==> src/rtl/c4_move_sender.sv <==
// Host-side sequencer for the Connect4 chip's 12-bit io_in bus: accepts one game
// command per handshake and plays it out with fixed setup/strobe/hold/gap timing.
module c4_move_sender #(
  parameter int SETUP_CYC = 2,
  parameter int PULSE_CYC = 3,
  parameter int HOLD_CYC  = 2,
  parameter int GAP_CYC   = 4
) (
  input  logic        clock,
  input  logic        reset,
  input  logic        cmd_valid,
  output logic        cmd_ready,
  input  logic [2:0]  cmd_op,
  input  logic [2:0]  cmd_col,
  output logic [11:0] io_drv,
  output logic        busy,
  output logic        cmd_err
);

  localparam int MAX_SP = (SETUP_CYC > PULSE_CYC) ? SETUP_CYC : PULSE_CYC;
  localparam int MAX_HG = (HOLD_CYC > GAP_CYC) ? HOLD_CYC : GAP_CYC;
  localparam int MAX_P  = (MAX_SP > MAX_HG) ? MAX_SP : MAX_HG;
  localparam int CW     = $clog2(MAX_P + 1);

  localparam logic [CW-1:0] CNT_ZERO = {CW{1'b0}};
  localparam logic [CW-1:0] CNT_ONE  = CW'(1);
  localparam logic [CW-1:0] SETUP_LD = CW'(SETUP_CYC - 1);
  localparam logic [CW-1:0] PULSE_LD = CW'(PULSE_CYC - 1);
  localparam logic [CW-1:0] HOLD_LD  = CW'(HOLD_CYC - 1);
  localparam logic [CW-1:0] GAP_LD   = CW'(GAP_CYC - 1);

  localparam logic [2:0]  OP_MOVE     = 3'd0;
  localparam logic [2:0]  OP_LAST     = 3'd4;
  localparam logic [2:0]  COL_ILLEGAL = 3'd7;
  localparam logic [11:0] CONFIRM_BIT = 12'h080;
  localparam logic [11:0] BUS_IDLE    = 12'h000;

  typedef enum logic [2:0] {
    IDLE   = 3'd0,
    SETUP  = 3'd1,
    STROBE = 3'd2,
    HOLD   = 3'd3,
    GAP    = 3'd4
  } state_t;

  state_t        state_r;
  logic [CW-1:0] cnt_r;
  logic [2:0]    op_r;
  logic [2:0]    col_r;
  logic          cmd_legal_s;
  logic          cnt_zero_s;

  // Column one-hot on bits [6:0]; column 7 has no bus encoding.
  function automatic logic [11:0] col_bits(input logic [2:0] col);
    logic [11:0] bits;
    case (col)
      3'd0:    bits = 12'h001;
      3'd1:    bits = 12'h002;
      3'd2:    bits = 12'h004;
      3'd3:    bits = 12'h008;
      3'd4:    bits = 12'h010;
      3'd5:    bits = 12'h020;
      3'd6:    bits = 12'h040;
      default: bits = 12'h000;
    endcase
    return bits;
  endfunction

  // Single command strobe bit for the non-move ops (bit 7+op).
  function automatic logic [11:0] op_bits(input logic [2:0] op);
    logic [11:0] bits;
    case (op)
      3'd1:    bits = 12'h100;
      3'd2:    bits = 12'h200;
      3'd3:    bits = 12'h400;
      3'd4:    bits = 12'h800;
      default: bits = 12'h000;
    endcase
    return bits;
  endfunction

  assign cmd_ready  = (state_r == IDLE) & ~reset;
  assign cnt_zero_s = (cnt_r == CNT_ZERO);

  // Legality check of the offered command: ops 5-7 and a move into column 7 are rejected.
  always_comb begin
    cmd_legal_s = 1'b0;
    if (cmd_op == OP_MOVE) begin
      cmd_legal_s = (cmd_col != COL_ILLEGAL);
    end else if (cmd_op <= OP_LAST) begin
      cmd_legal_s = 1'b1;
    end else begin
      cmd_legal_s = 1'b0;
    end
  end

  // Sequencer FSM with registered bus, busy and error outputs.
  always_ff @(posedge clock) begin
    if (reset) begin
      state_r <= IDLE;
      cnt_r   <= CNT_ZERO;
      op_r    <= OP_MOVE;
      col_r   <= 3'd0;
      io_drv  <= BUS_IDLE;
      busy    <= 1'b0;
      cmd_err <= 1'b0;
    end else begin
      cmd_err <= 1'b0;
      case (state_r)
        IDLE: begin
          if (cmd_valid) begin
            if (cmd_legal_s) begin
              op_r  <= cmd_op;
              col_r <= cmd_col;
              busy  <= 1'b1;
              if (cmd_op == OP_MOVE) begin
                state_r <= SETUP;
                cnt_r   <= SETUP_LD;
                io_drv  <= col_bits(cmd_col);
              end else begin
                state_r <= STROBE;
                cnt_r   <= PULSE_LD;
                io_drv  <= op_bits(cmd_op);
              end
            end else begin
              // Dropped command: flag it, stay idle with a quiet bus.
              cmd_err <= 1'b1;
              busy    <= 1'b0;
              io_drv  <= BUS_IDLE;
            end
          end else begin
            busy   <= 1'b0;
            io_drv <= BUS_IDLE;
          end
        end
        SETUP: begin
          if (cnt_zero_s) begin
            state_r <= STROBE;
            cnt_r   <= PULSE_LD;
            io_drv  <= col_bits(col_r) | CONFIRM_BIT;
          end else begin
            cnt_r <= cnt_r - CNT_ONE;
          end
        end
        STROBE: begin
          if (cnt_zero_s) begin
            if (op_r == OP_MOVE) begin
              state_r <= HOLD;
              cnt_r   <= HOLD_LD;
              io_drv  <= col_bits(col_r);
            end else begin
              state_r <= GAP;
              cnt_r   <= GAP_LD;
              io_drv  <= BUS_IDLE;
            end
          end else begin
            cnt_r <= cnt_r - CNT_ONE;
          end
        end
        HOLD: begin
          if (cnt_zero_s) begin
            state_r <= GAP;
            cnt_r   <= GAP_LD;
            io_drv  <= BUS_IDLE;
          end else begin
            cnt_r <= cnt_r - CNT_ONE;
          end
        end
        GAP: begin
          if (cnt_zero_s) begin
            state_r <= IDLE;
            busy    <= 1'b0;
          end else begin
            cnt_r <= cnt_r - CNT_ONE;
          end
        end
        default: begin
          state_r <= IDLE;
          cnt_r   <= CNT_ZERO;
          io_drv  <= BUS_IDLE;
          busy    <= 1'b0;
        end
      endcase
    end
  end

endmodule

==> config.mk <==
export PLATFORM = sky130hd
export DESIGN_NAME = c4_move_sender
export DESIGN_NICKNAME = d
export VERILOG_FILES = /design/src/rtl/c4_move_sender.sv
export SDC_FILE = /design/constraint.sdc
export NUM_CORES = 1
export LEC_CHECK = 0
export ABC_AREA = 1
export ABC_CLOCK_PERIOD_IN_PS = 2600
export BUFFER_PORTS_ARGS = -buffer_cell sky130_fd_sc_hd__clkbuf_2
export CAP_MARGIN = 15
export CORE_ASPECT_RATIO = 0.8
export CORE_MARGIN = 4
export CORE_UTILIZATION = 59
export CTS_CLUSTER_DIAMETER = 80
export DETAILED_ROUTE_END_ITERATION = 16
export GPL_ROUTABILITY_DRIVEN = 0
export GPL_TIMING_DRIVEN = 0
export PLACE_DENSITY = 0.84
export REMOVE_ABC_BUFFERS = 1
export SLEW_MARGIN = 20
export SYNTH_ARGS = -nofsm -noshare
export SYNTH_HDL_FRONTEND = slang
export SYNTH_SLANG_ARGS = --single-unit
==> constraint.sdc <==
create_clock -name clock -period 2.6 [get_ports clock]
set_input_delay 0.78 -clock clock [delete_from_list [all_inputs] [get_ports clock]]
set_output_delay 0.78 -clock clock [all_outputs]
set_load 0.01 [all_outputs]
# Word level (Yosys, flattened, before mapping)

Index checks and enable logic that the tools add are counted.

Memory bits (writable): 0
Output and inout bits: 15
Memories: 0
Bits of input ports: 9
ROM bits: 0
Logic and storage cells: 89
Flip-flop bits (word level): 26
Latch bits: 0

$add $sub $neg: 1
Multiplexer cells: 33
Order comparisons: 1
Shift-type cells: 0
Div/mod/pow operators: 0
Equal/unequal tests: 28
$mul: 0
Bitwise operators: 6
Reduce and logical (&&, ||, !) cells: 13

Operators with widths:

| kind                                                                   | number |
|---|---|
| 7-bit one-hot mux with 7 select lines                                  | 2 |
| 12-bit two-way mux                                                     | 7 |
| 12-bit one-hot mux with 5 select lines                                 | 1 |
| 12-bit one-hot mux with 4 select lines                                 | 1 |
| 3-bit two-way mux                                                      | 11 |
| 3-bit one-hot mux with 5 select lines                                  | 2 |
| 3-bit by 2-bit equality test with 1-bit output (second input constant) | 8 |
| 3-bit equality test (second input constant)                            | 8 |
| 3-bit logical NOT                                                      | 6 |
| 2-bit != test (second input constant)                                  | 7 |
| 3-bit by 1-bit equality test with 1-bit output (second input constant) | 4 |
| 1-bit two-way mux                                                      | 6 |
| 3-bit AND reduction                                                    | 2 |
| 6-bit AND reduction                                                    | 1 |
| 3-bit OR reduction                                                     | 2 |
| 1-bit inverter                                                         | 5 |
| 2-bit two-way mux                                                      | 2 |
| 4-bit AND reduction                                                    | 1 |
| 3-bit <= comparator (second input constant)                            | 1 |
| 3-bit != test (second input constant)                                  | 1 |
| 1-bit one-hot mux with 3 select lines                                  | 1 |
| 3-bit by 1-bit subtractor with 3-bit output (second input constant)    | 1 |
| 2-bit AND reduction                                                    | 1 |
| 1-bit AND                                                              | 1 |

# Depth between registers and ports, before layout

Word-level depth: 6
Mapped depth: 11
Gate-level depth less buffers: 11

# Worst setup path after synthesis

No wires, ideal clock.

Path type: input to output
From: input reset
To: output cmd_ready
Buffers on the path: 1
Stages on the path: 2
Setup slack: 613 ps
Data arrival time: 1207 ps
Required time: 1820 ps
Cell sequence: clkbuf_1 > nor2_1

Word-level cells in the longest chain between the ends: 2

RTL lines:

| element            | RTL line | text |
|---|---|---|
| start: declaration | 10       | `input logic reset,` |
| 1-bit inverter     | 82       | `assign cmd_ready = (state_r == IDLE) & ~reset;` |
| 1-bit AND          | 82       |  |
| end: declaration   | 12       | `output logic cmd_ready,` |

Every way passes these cells.

# Worst setup path in the final report

Ends and elaborated chain as after synthesis.

==> impl_metrics.env <==
export IMPL_place_area_mm2=0.001570
export IMPL_final_setup_tns_ns=0
export IMPL_arrival_ns=1.46
export IMPL_synth_area_mm2=0.001465
export IMPL_wl_per_cell_um=11.44
export IMPL_vias=1446
export IMPL_synthAdderAreaFrac=0.01708
export IMPL_p_sw_frac=0.4187
export IMPL_cts_max_level=1
export IMPL_cts_buffers=3
export IMPL_cts_sinks=26
export IMPL_synth_top_family_by_area="simple AND/OR/NAND/NOR gates"
export IMPL_totalWireLength_um=3112
export IMPL_hpwlAfterDp_um=2359
export IMPL_synthCells=226
export IMPL_ant_nets=0
export IMPL_grt_ovfl_total=0
export IMPL_leakagePower_nw=0.7142
export IMPL_synthMuxAreaShare=0
export IMPL_coreArea_mm2=0.002252
export IMPL_placementRows=15
export IMPL_cp_cell_sequence="clkbuf_2, nor2_1, clkbuf_2"
export IMPL_post_route_cell_area_mm2=0.001607
export IMPL_die_area_mm2=0.003350
export IMPL_cp_required_ns=1.82
export IMPL_placed_cells=268
export IMPL_yosys_area_top_type="dfxtp_1"
export IMPL_endpoint_kind="primary output"
export IMPL_antenna_found_initial=0
export IMPL_hold_violations=0
export IMPL_fin_crit_ns=2.241
export IMPL_hold_class="reg2reg"
export IMPL_grt_max_degree=20
export IMPL_synth_cell_type_count=25
export IMPL_p_switching_w=0.0004819
export IMPL_via_per_inst=5.316
export IMPL_crit_fanout=19
export IMPL_place_ws_ns=0.3650
export IMPL_max_stage_delay_ns=0.26
export IMPL_internal_power_w=0.0006689
export IMPL_cts_tree="done"
export IMPL_grt_pass1_vias=1220
export IMPL_finClkSkew_ns=0.009702
export IMPL_seq_power_share=0.418
export IMPL_slew_limit_headroom=0.5979
export IMPL_syn_avg_cell_area_um2=6.483
export IMPL_fmax_ghz=0.4462
export IMPL_start_kind="input pin"
export IMPL_rsz0062_at_grt="false"
export IMPL_drive_gt1_frac=0.1700
export IMPL_firstDrtPassIters=4
export IMPL_clockPowerShare=0.179
export IMPL_setup_viol=0
export IMPL_synth_compound_area_frac=0.1554
export IMPL_clkTransAtPathRegs_ns=0.13
export IMPL_grt_usage=0.2098
export IMPL_fin_cells=272
export IMPL_yosys_area_share_simple=0.3723
export IMPL_cellPowerDensity_mw_per_mm2=716.3
export IMPL_tightest_slew_ns=0.6031
export IMPL_cts_hold_buf=0
export IMPL_drc=0
export IMPL_cts_root_buf="clkbuf_4"
export IMPL_synth_xor_area_frac=0
export IMPL_grt_pass1_wl_um=5395
export IMPL_syn_to_final_growth_pct=9.650
export IMPL_insertion_delay_ns=0.33
export IMPL_cts_setup_buffers=0
export IMPL_outcome="finished, final reports clean"
export IMPL_die_w_um=63.72
export IMPL_ios=24
export IMPL_die_y_um=52.57
export IMPL_fin_crit_sh=0.8619
export IMPL_min_path_cells=2
export IMPL_fin_ws_ns=0.3591
export IMPL_finalMaxSlewViolations=0
export IMPL_fillers=199
export IMPL_max_vdd_ir_drop_mv=0.4499
export IMPL_antenna_cells=0
export IMPL_start_util=0.6506
export IMPL_cts_repair_resized=0
export IMPL_yosys_register_bits=26
export IMPL_nets=259
export IMPL_yosys_warnings=0
export IMPL_portBuffers=23
export IMPL_yosysTopAreaCellShare=0.3553
export IMPL_path_class="in2out"
export IMPL_cts_buffer_depth=2
export IMPL_crit_slowest_cell="clkbuf_2"
export IMPL_synth_seq_area_share=0.3553
export IMPL_final_core_util=0.7133
export IMPL_cp_common_cell="clkbuf_2"
export IMPL_max_cap_viol_count=0
export IMPL_drt_iter0_markers=69
export IMPL_final_cell_mix="nand2_1 (59), a21oi_1 (26), dfxtp_1 (26), inv_1 (24)"
export IMPL_synth_area_leaders="dfxtp_1 (36%), nand2_1 (15%), a21oi_1 (8.9%)"
export IMPL_final_common_cell="nand2_1"
export IMPL_comb_power_share=0.402
export IMPL_r2r_cells=8
-- layout make-up --
class	count	area [um2]	area share
clock buffers	4	36.28	0.02259
repair buffers	23	115.1	0.07165
inverters	28	105.1	0.06542
well taps	25	31.28	0.01947
flip-flops and latches	26	520.5	0.3240
multi-input cells	166	798.3	0.4969
-- metal layers --
| layer | track usage | up-vias | routed length, um |
|---|---|---|---|
| li1 | - | 782 | - |
| met3 | 0.04936 | 4 | 188 |
| met1 | 0.2907 | 617 | 1555 |
| met2 | 0.3172 | 43 | 1322 |
| met4 | 0.07527 | 0 | 46 |
| met5 | 0 | - | 0 |
-- critical path: cells and delay by family --
kind / cells / cell delay (ns)
AND/OR/NAND/NOR: 1 / 0.25
buffers and inverters: 2 / 0.43
-- stage by stage --
| step | hold WS [ns] | total power (W) |
|---|---|---|
| finish | 0.4553 | 0.001151 |
| global route | 0.4862 | 0.001249 |
| CTS | 0.4559 | 0.001153 |
| detailed placement | 0.4366 | 0.0009495 |
| global placement | 0.4364 | 0.0009442 |
| floorplan | 0.4237 | 0.0008336 |
-- power groups by stage --
stage	Clock [W]	Sequential (W)	Combinational (W)
finish	0.000206	0.000481	0.000463
global route	0.000227	0.000489	0.000533
CTS	0.000212	0.000481	0.000460
detailed placement	0	0.000491	0.000459
global placement	0	0.000489	0.000455
floorplan	0	0.000490	0.000343
-- logic make-up (layout without fill, tap and decap cells) --
family,count (synthesis),in the layout
AND/OR/NAND/NOR,122,122
buffers and inverters,34,55
AO/OA/AOI/OAI,42,42
flip-flops,26,26
adder cells (fa/ha/maj),2,2
-- cells in the mapped netlist --
master	n
inv_2	4
inv_1	24
clkbuf_1	3
nor2_4	2
ha_1	2
buf_6	2
a32o_1	1
nand4_1	7
o211ai_1	1
nand2_1	59
nor3_1	6
o31ai_1	1
nand2_2	6
nand3b_1	1
nand3_2	1
o21ai_1	1
nor2_2	1
o21ai_0	10
a21oi_1	26
nand3_1	16
nor2_1	23
dfxtp_1	26
buf_4	1
o2111ai_1	1
o21ai_2	1
-- state kept, by name, indices dropped and copies added, names as in the netlist --
| register | count |
|---|---|
| busy | 1 |
| cmd_err | 1 |
| cnt_r | 3 |
| col_r | 3 |
| io_drv | 12 |
| op_r | 3 |
| state_r | 3 |
-- path summary, 6_finish.rpt --
check | slack [ns] | to | start
max | 0.36 | cmd_ready | reset
min | 0.46 | op_r[0]$_SDFFE_PP0P_ | op_r[0]$_SDFFE_PP0P_
max reg2reg | 0.65 | io_drv[1]$_SDFFE_PP0P_ | cnt_r[0]$_SDFFE_PP0P_
min reg2reg | 0.46 | op_r[0]$_SDFFE_PP0P_ | op_r[0]$_SDFFE_PP0P_
(Power assumes the default switching activity.)
